File: src/rtl/mem_arbiter_pkg.sv
// mem_arbiter_pkg: shared FSM state and grant encodings for the memory arbiter
package mem_arbiter_pkg;
    typedef enum logic [1:0] {IDLE, BUSY, RESP} arb_state_t;
    typedef enum logic {GRANT_I, GRANT_D} grant_t;
    localparam int BE_W = 2;
endpackage

File: src/rtl/rr_arbiter2.sv
// rr_arbiter2: combinational 2-way round-robin picker
// Ports: i_req[0]=I side, i_req[1]=D side, i_last_grant = previous winner, o_grant = pick
module rr_arbiter2
    import mem_arbiter_pkg::*;
(
    input  logic [1:0] i_req,
    input  grant_t     i_last_grant,
    output grant_t     o_grant
);
    // On a tie the port that did not win last time goes; otherwise the sole requester.
    // With no request the output is don't-care and defaults to GRANT_I.
    assign o_grant = (&i_req) ? ((i_last_grant == GRANT_I) ? GRANT_D : GRANT_I)
                              : (i_req[1] ? GRANT_D : GRANT_I);
endmodule

File: src/rtl/mem_arbiter.sv
// mem_arbiter: shares one multi-cycle single-ported memory between fetch (i_*) and data (d_*) ports
// Ports: clk/rst; per-port read/write/byte_enable/address/wdata in, resp/rdata out;
//        registered mem_* request bus out, mem_resp/mem_rdata in
module mem_arbiter
    import mem_arbiter_pkg::*;
#(
    parameter int ADDR_W = 16,
    parameter int DATA_W = 16
) (
    input  logic              clk,
    input  logic              rst,
    input  logic              i_read,
    input  logic              i_write,
    input  logic [BE_W-1:0]   i_byte_enable,
    input  logic [ADDR_W-1:0] i_address,
    input  logic [DATA_W-1:0] i_wdata,
    output logic              i_resp,
    output logic [DATA_W-1:0] i_rdata,
    input  logic              d_read,
    input  logic              d_write,
    input  logic [BE_W-1:0]   d_byte_enable,
    input  logic [ADDR_W-1:0] d_address,
    input  logic [DATA_W-1:0] d_wdata,
    output logic              d_resp,
    output logic [DATA_W-1:0] d_rdata,
    output logic              mem_read,
    output logic              mem_write,
    output logic [BE_W-1:0]   mem_byte_enable,
    output logic [ADDR_W-1:0] mem_address,
    output logic [DATA_W-1:0] mem_wdata,
    input  logic              mem_resp,
    input  logic [DATA_W-1:0] mem_rdata
);
    arb_state_t        r_state, w_next;
    grant_t            r_grant, r_last, w_pick;
    logic              r_mem_read, r_mem_write;
    logic [BE_W-1:0]   r_mem_be;
    logic [ADDR_W-1:0] r_mem_addr;
    logic [DATA_W-1:0] r_mem_wdata, r_i_rdata, r_d_rdata;
    logic              w_i_req, w_d_req, w_sel_read, w_sel_write;

    assign w_i_req = i_read | i_write;
    assign w_d_req = d_read | d_write;

    rr_arbiter2 u_rr (
        .i_req        ({w_d_req, w_i_req}),
        .i_last_grant (r_last),
        .o_grant      (w_pick)
    );

    // A read+write request is a write.
    assign w_sel_write = (w_pick == GRANT_D) ? d_write : i_write;
    assign w_sel_read  = ((w_pick == GRANT_D) ? d_read : i_read) & ~w_sel_write;

    always_ff @(posedge clk) begin
        if (rst) r_state <= IDLE;
        else     r_state <= w_next;
    end

    always_comb begin
        w_next = (r_state == IDLE) ? ((w_i_req | w_d_req) ? BUSY : IDLE)
               : (r_state == BUSY) ? (mem_resp ? RESP : BUSY)
               : IDLE;
    end

    always_comb begin
        i_resp = (r_state == RESP) && (r_grant == GRANT_I);
        d_resp = (r_state == RESP) && (r_grant == GRANT_D);
    end

    always_ff @(posedge clk) begin
        if (rst) begin
            r_grant     <= GRANT_I;
            r_last      <= GRANT_I;
            r_mem_read  <= 1'b0;
            r_mem_write <= 1'b0;
            r_mem_be    <= '0;
            r_mem_addr  <= '0;
            r_mem_wdata <= '0;
            r_i_rdata   <= '0;
            r_d_rdata   <= '0;
        end else if (r_state == IDLE && (w_i_req | w_d_req)) begin
            r_grant     <= w_pick;
            r_last      <= w_pick;
            r_mem_read  <= w_sel_read;
            r_mem_write <= w_sel_write;
            r_mem_be    <= (w_pick == GRANT_D) ? d_byte_enable : i_byte_enable;
            r_mem_addr  <= (w_pick == GRANT_D) ? d_address : i_address;
            r_mem_wdata <= (w_pick == GRANT_D) ? d_wdata : i_wdata;
        end else if (r_state == BUSY && mem_resp) begin
            r_mem_read  <= 1'b0;
            r_mem_write <= 1'b0;
            if (r_mem_read && r_grant == GRANT_I) r_i_rdata <= mem_rdata;
            if (r_mem_read && r_grant == GRANT_D) r_d_rdata <= mem_rdata;
        end
    end

    assign mem_read        = r_mem_read;
    assign mem_write       = r_mem_write;
    assign mem_byte_enable = r_mem_be;
    assign mem_address     = r_mem_addr;
    assign mem_wdata       = r_mem_wdata;
    assign i_rdata         = r_i_rdata;
    assign d_rdata         = r_d_rdata;
endmodule

File: config.mk
export PLATFORM = sky130hd
export DESIGN_NAME = mem_arbiter
export DESIGN_NICKNAME = d
export VERILOG_FILES = /design/src/rtl/mem_arbiter_pkg.sv /design/src/rtl/rr_arbiter2.sv /design/src/rtl/mem_arbiter.sv
export SDC_FILE = /design/constraint.sdc
export NUM_CORES = 1
export LEC_CHECK = 0
export ABC_AREA = 1
export CAP_MARGIN = 20
export CORE_MARGIN = 3
export CORE_UTILIZATION = 35
export DETAILED_ROUTE_END_ITERATION = 8
export GPL_TIMING_DRIVEN = 1
export PLACE_DENSITY_LB_ADDON = 0.08
export RECOVER_POWER = 25
export SYNTH_ARGS = -nofsm -noshare
export SYNTH_HDL_FRONTEND = slang
export SYNTH_SLANG_ARGS = --single-unit
File: constraint.sdc
create_clock -name clk -period 1.3 [get_ports clk]
set_input_delay 0.195 -clock clk [delete_from_list [all_inputs] [get_ports clk]]
set_output_delay 0.195 -clock clk [all_outputs]
set_load 0.01 [all_outputs]
Word-level counts from Yosys, hierarchy flattened. Cells that the tools add are included.

Register bits after elaboration: 71. Latch bits: 0. Memory bits (writable): 0. Bits in read-only memories: 0. Input port bits: 91. Output and inout port bits: 70. Logic and storage cells: 44. Memories: 0.

Add/sub/neg operators: 0. Multiply operators: 0. Div/mod/pow operators: 0. $lt $le $gt $ge: 0. Eq/ne operators: 2. Shift operators: 0. Muxes and demuxes: 15. Bitwise operators: 7. Reductions and logical operators: 11.

Operators with widths (count): $mux W16 (2); $mux W1 (9); $mux W2 (4); $logic_and A1 B1 Y1 (6); $reduce_and A3 Y1 (2); $not A1 Y1 (3); $or A1 B1 Y1 (3); $eq A2 B1 Y1 const B (1); $eq A2 B2 Y1 const B (1); $logic_not A2 Y1 (1); $reduce_and A2 Y1 (1); $reduce_bool A2 Y1 (1); $and A1 B1 Y1 (1).

Longest topological paths before layout. Gate-level depths: netlist (run 1).

Depth in word-level cells: 7. Depth in mapped cells: 9. Mapped depth without buffers: 8.

Hierarchy. A second synthesis (run 1) with hierarchy kept.

Cells, all modules: 446. Area total of the unflattened synthesis: 2999.1 sq um.

Modules (own cells, without submodules): mem_arbiter (instances 1, cells each 444, area each 2986.6 sq um, seq. area each 1421.4 sq um); rr_arbiter2 (instances 1, cells each 2, area each 12.5 sq um, seq. area each 0.0 sq um).

Least setup slack after synthesis (run 1). No wires, ideal clock.

Kind: reg-to-reg. From: reg r_state[0]. To: reg r_mem_addr[10] (netlist: mem_address[10]). Setup time: 109 ps. Data arrival time: 1055 ps. Required time: 1191 ps. Path slack: 136 ps. Cell stages (with the launch flop): 9. Path buffers: 2. Period minus slack after synthesis: 1164 ps. Cells stage by stage: dfxtp_1 -> nor2_1 -> nand2_4 -> inv_2 -> buf_6 -> buf_6 -> nand3_1 -> nand2_1 -> inv_1.

Longest elaborated chain between the ends: 2.

Ends and longest elaborated chain: from (decl) (line mem_arbiter.sv:34) `arb_state_t r_state, w_next;`; from (signal assigned) (line mem_arbiter.sv:57) `else r_state <= w_next;`; $logic_not A2 Y1 (line mem_arbiter.sv:82) `end else if (r_state == IDLE && (w_i_req | w_d_req)) begin`; $logic_and A1 B1 Y1 (line mem_arbiter.sv:82); to (signal assigned) (line mem_arbiter.sv:88) `r_mem_addr <= (w_pick == GRANT_D) ? d_address : i_address;`; to (decl) (line mem_arbiter.sv:38) `logic [ADDR_W-1:0] r_mem_addr;`.

Every way passes these cells. A chain may end at the register's enable or synchronous reset.

Final worst setup path (run 1).
From: reg r_state[1]. To: reg r_d_rdata[5] (netlist: d_rdata[5]).

Longest elaborated chain between the ends: 4. Elaborated cells on any way between the ends: 6. Those cells by class: eq/ne (1); bitwise (1); reduce/logical (4).

Ends and longest elaborated chain: $logic_not A2 Y1 (line mem_arbiter.sv:82); $logic_and A1 B1 Y1 (line mem_arbiter.sv:82); $not A1 Y1 (no line); $reduce_and A3 Y1 (no line) (*); to (signal assigned) (line mem_arbiter.sv:94) `if (r_mem_read && r_grant == GRANT_D) r_d_rdata <= mem_rdata;`; to (decl) (line mem_arbiter.sv:39) `logic [DATA_W-1:0] r_mem_wdata, r_i_rdata, r_d_rdata;`.

Mark *: on every way between the ends. The rest lies on a longest branch, timed or not.

==> results.txt, run 1 <==
The synthesized cell area is 3120 um^2. Summed over all cells, the static leakage comes to 2.97 nW. The count of buffers inserted at the top-level ports is 160.

The final layout contains 745 nets. The slew at the pin closest to its max-slew limit is 0.196 ns. The die outline width came out at 100 um. The detailed-route DRC error count came out at 0. In this run the critical register-to-register path is launched from r_state[1].

The height of the die came out at 100 um. The fraction of final layout cells with drive strength greater than 1 is 24.1%. The worst reg-to-reg setup slack is 0.02 ns. The clock net in this run drives a total of 71 sinks.

The data arrival time of the worst path is 1.53 ns. The total inserted antenna cells is 0. The time the worst path needs with I/O delays and setup is 1.28 ns. The final routed wire length divided by cell count is 13.9 um.

After technology mapping, the gate count stands at 466. Yosys attributes the largest share of cell area to sky130_fd_sc_hd__dfxtp_1, sky130_fd_sc_hd__nor2_1, sky130_fd_sc_hd__nand2_1, sky130_fd_sc_hd__nand3_1, sky130_fd_sc_hd__o21ai_0. The run finished with clean final reports. The worst register-to-register path ends at d_rdata[5].

Of all nets on the critical path, the largest fanout is 5. The element type at the critical path end is a flip-flop. The count of cell types in the netlist came out at 20. The via count of the first global-routing pass came out at 3374. Clock tree synthesis selected as its root buffer the cell sky130_fd_sc_hd__clkbuf_8.

The weighted congestion reported at the end of routability-driven placement is 0.795. The count of H-tree levels built during CTS is 3. The first-pass GRT wire length came out at 15.6 mm. The number of I/O pins is 161. Setup violations remaining at the end of the flow were counted as 0. The post-layout instance count excluding filler cells is 764.

VDD sags by at most 0.000559 V. The number of fill cells in the layout is 741. The total routed wirelength came out at 10.6 mm. The number of rows in the core area is 33. The cell count after placement came out at 730. The clock passes through at most 2 buffers.

The count of nets left with antenna violations once routing finished came out at 0. The maximum number of pins on one net before global-route repair is 35. The final cycle utilization of the critical path came out at 98.7%.

The worst setup path is launched from a flip-flop. The final hold slack is 0.317 ns. The multi-input combinational cells in the finished layout cover a total of 1800 um^2. The count of maximum capacitance violations came out at 0. The sequential cell area fraction in the yosys report is 45.6%.

In this run, the number of DRC markers left after iteration 0 of detailed routing was 61. The number of vias per cell is 4.62. Counting the buffers created by CTS gives 9.

The number of hold-slack violations in the final timing report is 0. The highest clock rate is 780 MHz. The worst setup path category is flip-flop to flip-flop.

The critical path starts at r_state[1]. The tightest slew margin relative to the limit came out at 86.9%. The path class of the lowest-slack min-delay path is input pin to flip-flop.

The placed wire-length estimate came out at 6.90 mm. Measured in cells, the most critical reg-to-reg path has a length of 8. The area growth from synthesis to layout is 86.5%. The biggest area contributor in the post-synthesis netlist is sky130_fd_sc_hd__dfxtp_1. STA puts the critical path data required time at 1.55 ns. Summed over all failing endpoints, the final setup total negative slack is 0 ns. The power density of the placed cells came out at 1100 nW/um^2.

The total iterations of the first detailed-routing run is 4. The number of antenna violations at the first check in global routing came to 0. The total number of vias came out at 3528. Summed over all layers, the global routing overflow is 0.

Clock-pin slew was measured on the worst setup and hold paths at 0.08 ns. The net count of the mapped netlist came out at 557. The core box area is 8420 um^2. In this run the worst setup path terminates at d_rdata[5]. The final number of max-transition violations is 0.

The number of register bits inferred by synthesis came out at 71. The total power of the final layout came out at 6.41 mW. TritonCTS built the clock tree. For the final database, setup skew stands at 0.0112 ns. The die covers 10100 um^2. The initial standard-cell utilization of the core is 37.0%. Across every metal layer, demand over resource in global routing totals 19.3%. The register cell area after layout came out at 1430 um^2.

The mean post-synth cell area came out at 6.69 um^2. The area share of the largest cell type after synthesis is 45.6%. The source-to-sink clock delay at the later pin of the worst-skew pair came out at 0.35 ns. Setup repair after global routing could not meet its margin everywhere.

The Yosys warning count came out at 0. The number of hold buffers added after cts is 0.
## critical path: stages, from the launching register on
cell                        delay [ns]
sky130_fd_sc_hd__dfxtp_2          0.34
sky130_fd_sc_hd__inv_4            0.08
sky130_fd_sc_hd__buf_6            0.10
sky130_fd_sc_hd__nand3_4          0.07
sky130_fd_sc_hd__inv_4            0.08
sky130_fd_sc_hd__nand3_4          0.14
sky130_fd_sc_hd__clkbuf_16        0.20
sky130_fd_sc_hd__o21ai_1          0.11
sky130_fd_sc_hd__nor2_1           0.05
## power by group
group	internal [mW]	total [mW]	leakage [nW]	switching (mW)
Clock	1.10	2.04	0.111	0.933
Sequential	2.35	2.44	0.583	0.0894
Combinational	0.987	1.93	2.27	0.947
Total	4.44	6.41	2.97	1.97
## sequential cells by signal (all words and copies together), names as in the netlist
name,flops
r_last,1
mem_address,16
mem_wdata,16
mem_read,1
mem_write,1
mem_byte_enable,2
d_rdata,16
i_rdata,16
r_state,2
## logic make-up after synthesis
| logic type | Yosys count | share of synthesized area (%) |
|---|---|---|
| AO/OA/AOI/OAI | 38 | 6.46 |
| buffers and inverters | 67 | 9.67 |
| flip-flops | 71 | 45.6 |
| AND/OR/NAND/NOR | 290 | 38.3 |
## per-stage QoR
stage / utilization, % / setup WS (ns) / instance area, um^2
after global placement: 58.9 / -0.533 / 4960
after floorplan: - / 0.136 / 3120
final: 69.0 / 0.0174 / 5810
after CTS: 62.0 / 0.00170 / 5220
after detailed placement: 58.9 / -0.595 / 4960
after global routing: 69.0 / -0.0675 / 5810
## how the worst min path moves through the flow
stage	from	end	slack (ns)	depth (start not counted)
final	i_write	mem_write	0.32	3
after detailed placement	i_rdata[0]	i_rdata[0]	0.47	2
after global placement	i_rdata[7]	i_rdata[7]	0.47	2
after CTS	i_write	mem_write	0.30	3
after global routing	i_write	mem_write	0.32	3
after floorplan	mem_rdata[0]	d_rdata[0]	0.36	2
## timing repair
| action | in CTS | in global routing |
|---|---|---|
| pin swaps | 4 | 44 |
| buffers inserted | 7 | 4 |
| resized for setup | 89 | 138 |
| setup endpoints to repair | 112 | 69 |
| gates cloned | 2 | 5 |
## metal layers
metal | share of wire [%] | GRT usage (%)
met1 | 42 | 23.1
met2 | 48 | 32.4
met3 | 7.8 | 5.63
met4 | 2.0 | 7.88
met5 | 0 | 0
## cells in the mapped netlist
library cell,n
sky130_fd_sc_hd__nand3_1,35
sky130_fd_sc_hd__nand3_2,3
sky130_fd_sc_hd__dfxtp_1,71
sky130_fd_sc_hd__buf_6,5
sky130_fd_sc_hd__nand2_1,107
sky130_fd_sc_hd__nand3b_1,1
sky130_fd_sc_hd__nor2_1,136
sky130_fd_sc_hd__nand2_4,1
sky130_fd_sc_hd__o21ai_0,32
sky130_fd_sc_hd__o21ai_1,1
sky130_fd_sc_hd__nor3_1,2
sky130_fd_sc_hd__a21oi_1,4
sky130_fd_sc_hd__nor2_2,1
sky130_fd_sc_hd__inv_2,5
sky130_fd_sc_hd__nand2_2,1
sky130_fd_sc_hd__inv_1,38
sky130_fd_sc_hd__buf_2,10
sky130_fd_sc_hd__nor2_4,3
sky130_fd_sc_hd__clkbuf_1,9
sky130_fd_sc_hd__o21ai_4,1
## layout by cell type (no fill, tap or decap), types with 9 or more instances in the layout
master,n
sky130_fd_sc_hd__dfxtp_1,68
sky130_fd_sc_hd__nand2_4,12
sky130_fd_sc_hd__o21ai_1,15
sky130_fd_sc_hd__nor2_1,134
sky130_fd_sc_hd__buf_4,18
sky130_fd_sc_hd__inv_1,37
sky130_fd_sc_hd__nand2_2,23
sky130_fd_sc_hd__dlygate4sd2_1,69
sky130_fd_sc_hd__clkbuf_8,9
sky130_fd_sc_hd__nand2_1,74
sky130_fd_sc_hd__o21ai_2,13
sky130_fd_sc_hd__nand3_2,31
sky130_fd_sc_hd__clkdlybuf4s50_1,88
## area by class of cell
| class | instances | area share (%) |
|---|---|---|
| clock buffer | 9 | 2.13 |
| timing repair buffer | 200 | 35.3 |
| tap | 105 | 2.26 |
| clock inverter | 7 | 1.77 |
| sequential | 71 | 24.5 |
| inverter | 43 | 3.16 |
| multi-input combinational | 329 | 30.9 |
(Power assumes the default switching activity.)
==> run 2, diff against run 1 <==
Settings changed: CORE_UTILIZATION 35 to 39, SYNTH_HIERARCHICAL from default to 1.
==> results.txt, run 2 <==
The run finished, with violations left. The final reports fail on negative setup slack. The final critical path takes up 113% of the cycle. Net switching is 29.3% of the power. The final routed wire length divided by cell count came out at 14.9 um.

For this design the static power due to leakage is 2.77 nW. The count of nets left with antenna violations once routing finished came out at 0. Of all flip-flops after synthesis, the portion carrying an async set or reset was 0%. The number of nets at the end of the flow is 721. The number of hold-slack violations in the final timing report was 0.

The worst setup path is launched from a flip-flop. The tool flagged a number of max-cap violations equal to 0. For this design, the CTS-stage hold fixing added 0 buffers. The placed wire-length estimate came out at 6.78 mm.

The first-pass GRT wire length came out at 16.4 mm. The tightest slew margin relative to the limit came out at 80.5%. At the pin with the least slew margin, the transition time is 0.292 ns. The H-tree generated during clock tree synthesis spans 3 levels. The total number of vias came out at 3556. The total routed wirelength is 10.9 mm.

The largest vdd supply drop is 0.000594 V. The area growth from synthesis to layout is 82.9%. The worst hold path cell count came out at 7. The clock reaches the later pin of the worst-skew pair after 0.34 ns. Synthesis produced 446 cells. The clock share of power came out at 29.7%. Summed over all instances, the cell type with the most area after synthesis is sky130_fd_sc_hd__dfxtp_1. The via count of the first global-routing pass came to 3454.

Setup repair after global routing could not meet its margin everywhere. The detailed-route DRC error count came out at 0. The synthesized cell area is 3000 um^2. The weighted congestion reported at the end of routability-driven placement came out at 0.790.

The leftover overflow at the end of global routing is 0. Final hold analysis gives a worst-case slack of 0.351 ns. The number of CTS-inserted buffers came out at 9. The number of rows in the core area is 31. The number of enable-type register cells in the synthesized netlist came out at 0. The TritonCTS clock tree is built. After clock tree synthesis, the clock-pin slew on the worst setup and hold paths is 0.07 ns. The data arrival time of the worst path is 1.70 ns. After synthesis, flip-flops and latches occupy 47.4% of the total area.

In the layout the commonest cells are sky130_fd_sc_hd__nor2_1, sky130_fd_sc_hd__clkdlybuf4s50_1, sky130_fd_sc_hd__nand2_1. Among all flip-flop cells after synthesis, the most frequent one is sky130_fd_sc_hd__dfxtp_1. The commonest cells after synthesis are sky130_fd_sc_hd__nor2_1, sky130_fd_sc_hd__nand2_1, sky130_fd_sc_hd__dfxtp_1. In this run, the number of DRC markers left after iteration 0 of detailed routing was 110. The worst reg-to-reg setup slack is -0.16 ns. The height of the die is 93.7 um.

The number of cells on the worst reg-to-reg path is 9. The buffer type at the clock tree root is sky130_fd_sc_hd__clkbuf_8. The final number of max-transition violations is 0. Before antenna repair, the detailed router went through 4 iterations.

The core box area is 7370 um^2. The path class of the lowest-slack min-delay path is input pin to flip-flop. The area enclosed by the die boundary is 8780 um^2. The cell with the most instances after synthesis is sky130_fd_sc_hd__nor2_1.

After synthesis the netlist holds a flip-flop and latch count of 71. The endpoint identified for the worst register-to-register timing path is mem_wdata[12]. Counting tap cells, the placed design contains a total of 703 instances. Buffers placed on the I/O ports in this run total 160.

The highest clock rate is 683 MHz. The maximum fanout count along the critical path is 6. 161 I/O pins were placed. Of the cells placed in the final design, the portion with a size suffix greater than 1 is 20.4%. The design internal power came out at 4.26 mW. For this design the total switching power over the nets is 1.76 mW. By area the synthesized netlist is led by sky130_fd_sc_hd__dfxtp_1, sky130_fd_sc_hd__nor2_1, sky130_fd_sc_hd__nand2_1, sky130_fd_sc_hd__o21ai_0, sky130_fd_sc_hd__o21ai_1. The setup path with the least slack is of type flip-flop to flip-flop. The power density of the placed cells is 1100 nW/um^2.

The net count of the mapped netlist is 537. The worst clock skew is 0.0107 ns. The total routing resource utilization after global routing is 23.6%. The relative contribution of combinational cells to total power is 30.1%. The startpoint identified for the worst register-to-register timing path is r_last. The share of total power dissipated in sequential elements is 40.3%. The endpoint required time on the critical path came out at 1.53 ns. The post-route worst setup slack is -0.163 ns. Leaving out filler cells and counting taps, the final layout contains 732. For this configuration, the core starts out at a cell density of 40.7%. The Yosys step of the flow raised 6 warnings.

The number of buffers on the longest clock path came out at 2. The time the worst path needs with I/O delays and setup is 1.46 ns. The count of cell types in the netlist is 21. In this run the biggest area consumer among cell types represents 47.4% of the synthesized area. The number of antenna violations at the first check in global routing came out at 0. The number of vias per cell came out at 4.86. The most common cell after layout, fill and taps aside is sky130_fd_sc_hd__nor2_1. The most critical setup path has its endpoint at mem_wdata[12]. The number of sinks handled by clock tree synthesis is 71.

The mean post-synth cell area came out at 6.72 um^2. The number of failing setup endpoints in the final timing report is 37. The total inserted antenna cells is 0. The startpoint of the most critical setup path is r_last.

The die outline width came out at 93.7 um. STA classifies the critical path endpoint as a flip-flop. Entering global routing, the biggest net connects 37 pins.
run 2: what timing repair did:
action                     4_1_cts  5_1_grt
setup endpoints to repair      106       42
gates cloned                     5        2
pin swaps                       29       54
setup buffers                    7        2
resized for setup              135       74
run 2: worst max-delay path, stage by stage (launching register included):
cell and delay (ns):
sky130_fd_sc_hd__dfxtp_4 0.34, sky130_fd_sc_hd__buf_6 0.11, sky130_fd_sc_hd__a21oi_4 0.19, sky130_fd_sc_hd__clkinv_4 0.11, sky130_fd_sc_hd__buf_12 0.14, sky130_fd_sc_hd__buf_16 0.13, sky130_fd_sc_hd__nand2_2 0.07, sky130_fd_sc_hd__nand2_2 0.07
sky130_fd_sc_hd__o21ai_2 0.16, sky130_fd_sc_hd__nor2_1 0.05
run 2: worst min path at each step:
stage	start	endpoint	slack [ns]
after detailed placement	mem_wdata[0]	mem_wdata[0]	0.47
after floorplan	rst	mem_read	0.26
after CTS	d_write	mem_write	0.44
after global routing	i_write	mem_write	0.40
after global placement	mem_wdata[14]	mem_wdata[14]	0.46
final	i_write	mem_write	0.35
run 2: power groups by stage:
stage               Sequential, mW  Combinational (mW)  Clock [mW]
finish                        2.42                1.81        1.78
detailed placement            2.48                1.45           0
floorplan                     2.54               0.522           0
global route                  2.44                1.94        1.92
global placement              2.47                1.43           0
CTS                           2.42                1.63        1.81
run 2: through the flow:
stage	area [um^2]	setup WS, ns	util, %	power [mW]	TNS, ns
2_1_floorplan	3000	-0.00940	-	3.07	-0.150
3_3_place_gp	4840	-0.439	65.7	3.89	-17.85
3_5_place_dp	4840	-0.558	65.7	3.92	-20.92
4_1_cts	5260	-0.141	71.3	5.87	-3.17
5_1_grt	5480	-0.214	74.4	6.30	-5.40
6_report	5480	-0.163	74.4	6.01	-3.13
run 2: per-layer routing:
layer	vias to the layer above	share of wire (%)	GRT usage [%]
li1	1760	-	-
met3	32	8.1	7.05
met2	137	51	42.1
met1	1627	38	25.7
met5	-	0	0
met4	0	2.9	9.99
run 2: area by class of cell:
class,count,area (um^2)
multi-input cells,335,1620
clock buffers,11,151
clock inverters,3,43.8
repair buffers,198,2060
well taps,99,124
flip-flops and latches,71,1430
fillers,590,1890
inverters,15,63.8
run 2: cell families after synthesis:
kind of cell / synth area share [%]
flip-flops: 47.4
AO/OA/AOI/OAI: 11.8
buffers and inverters: 6.38
AND/OR/NAND/NOR: 34.4
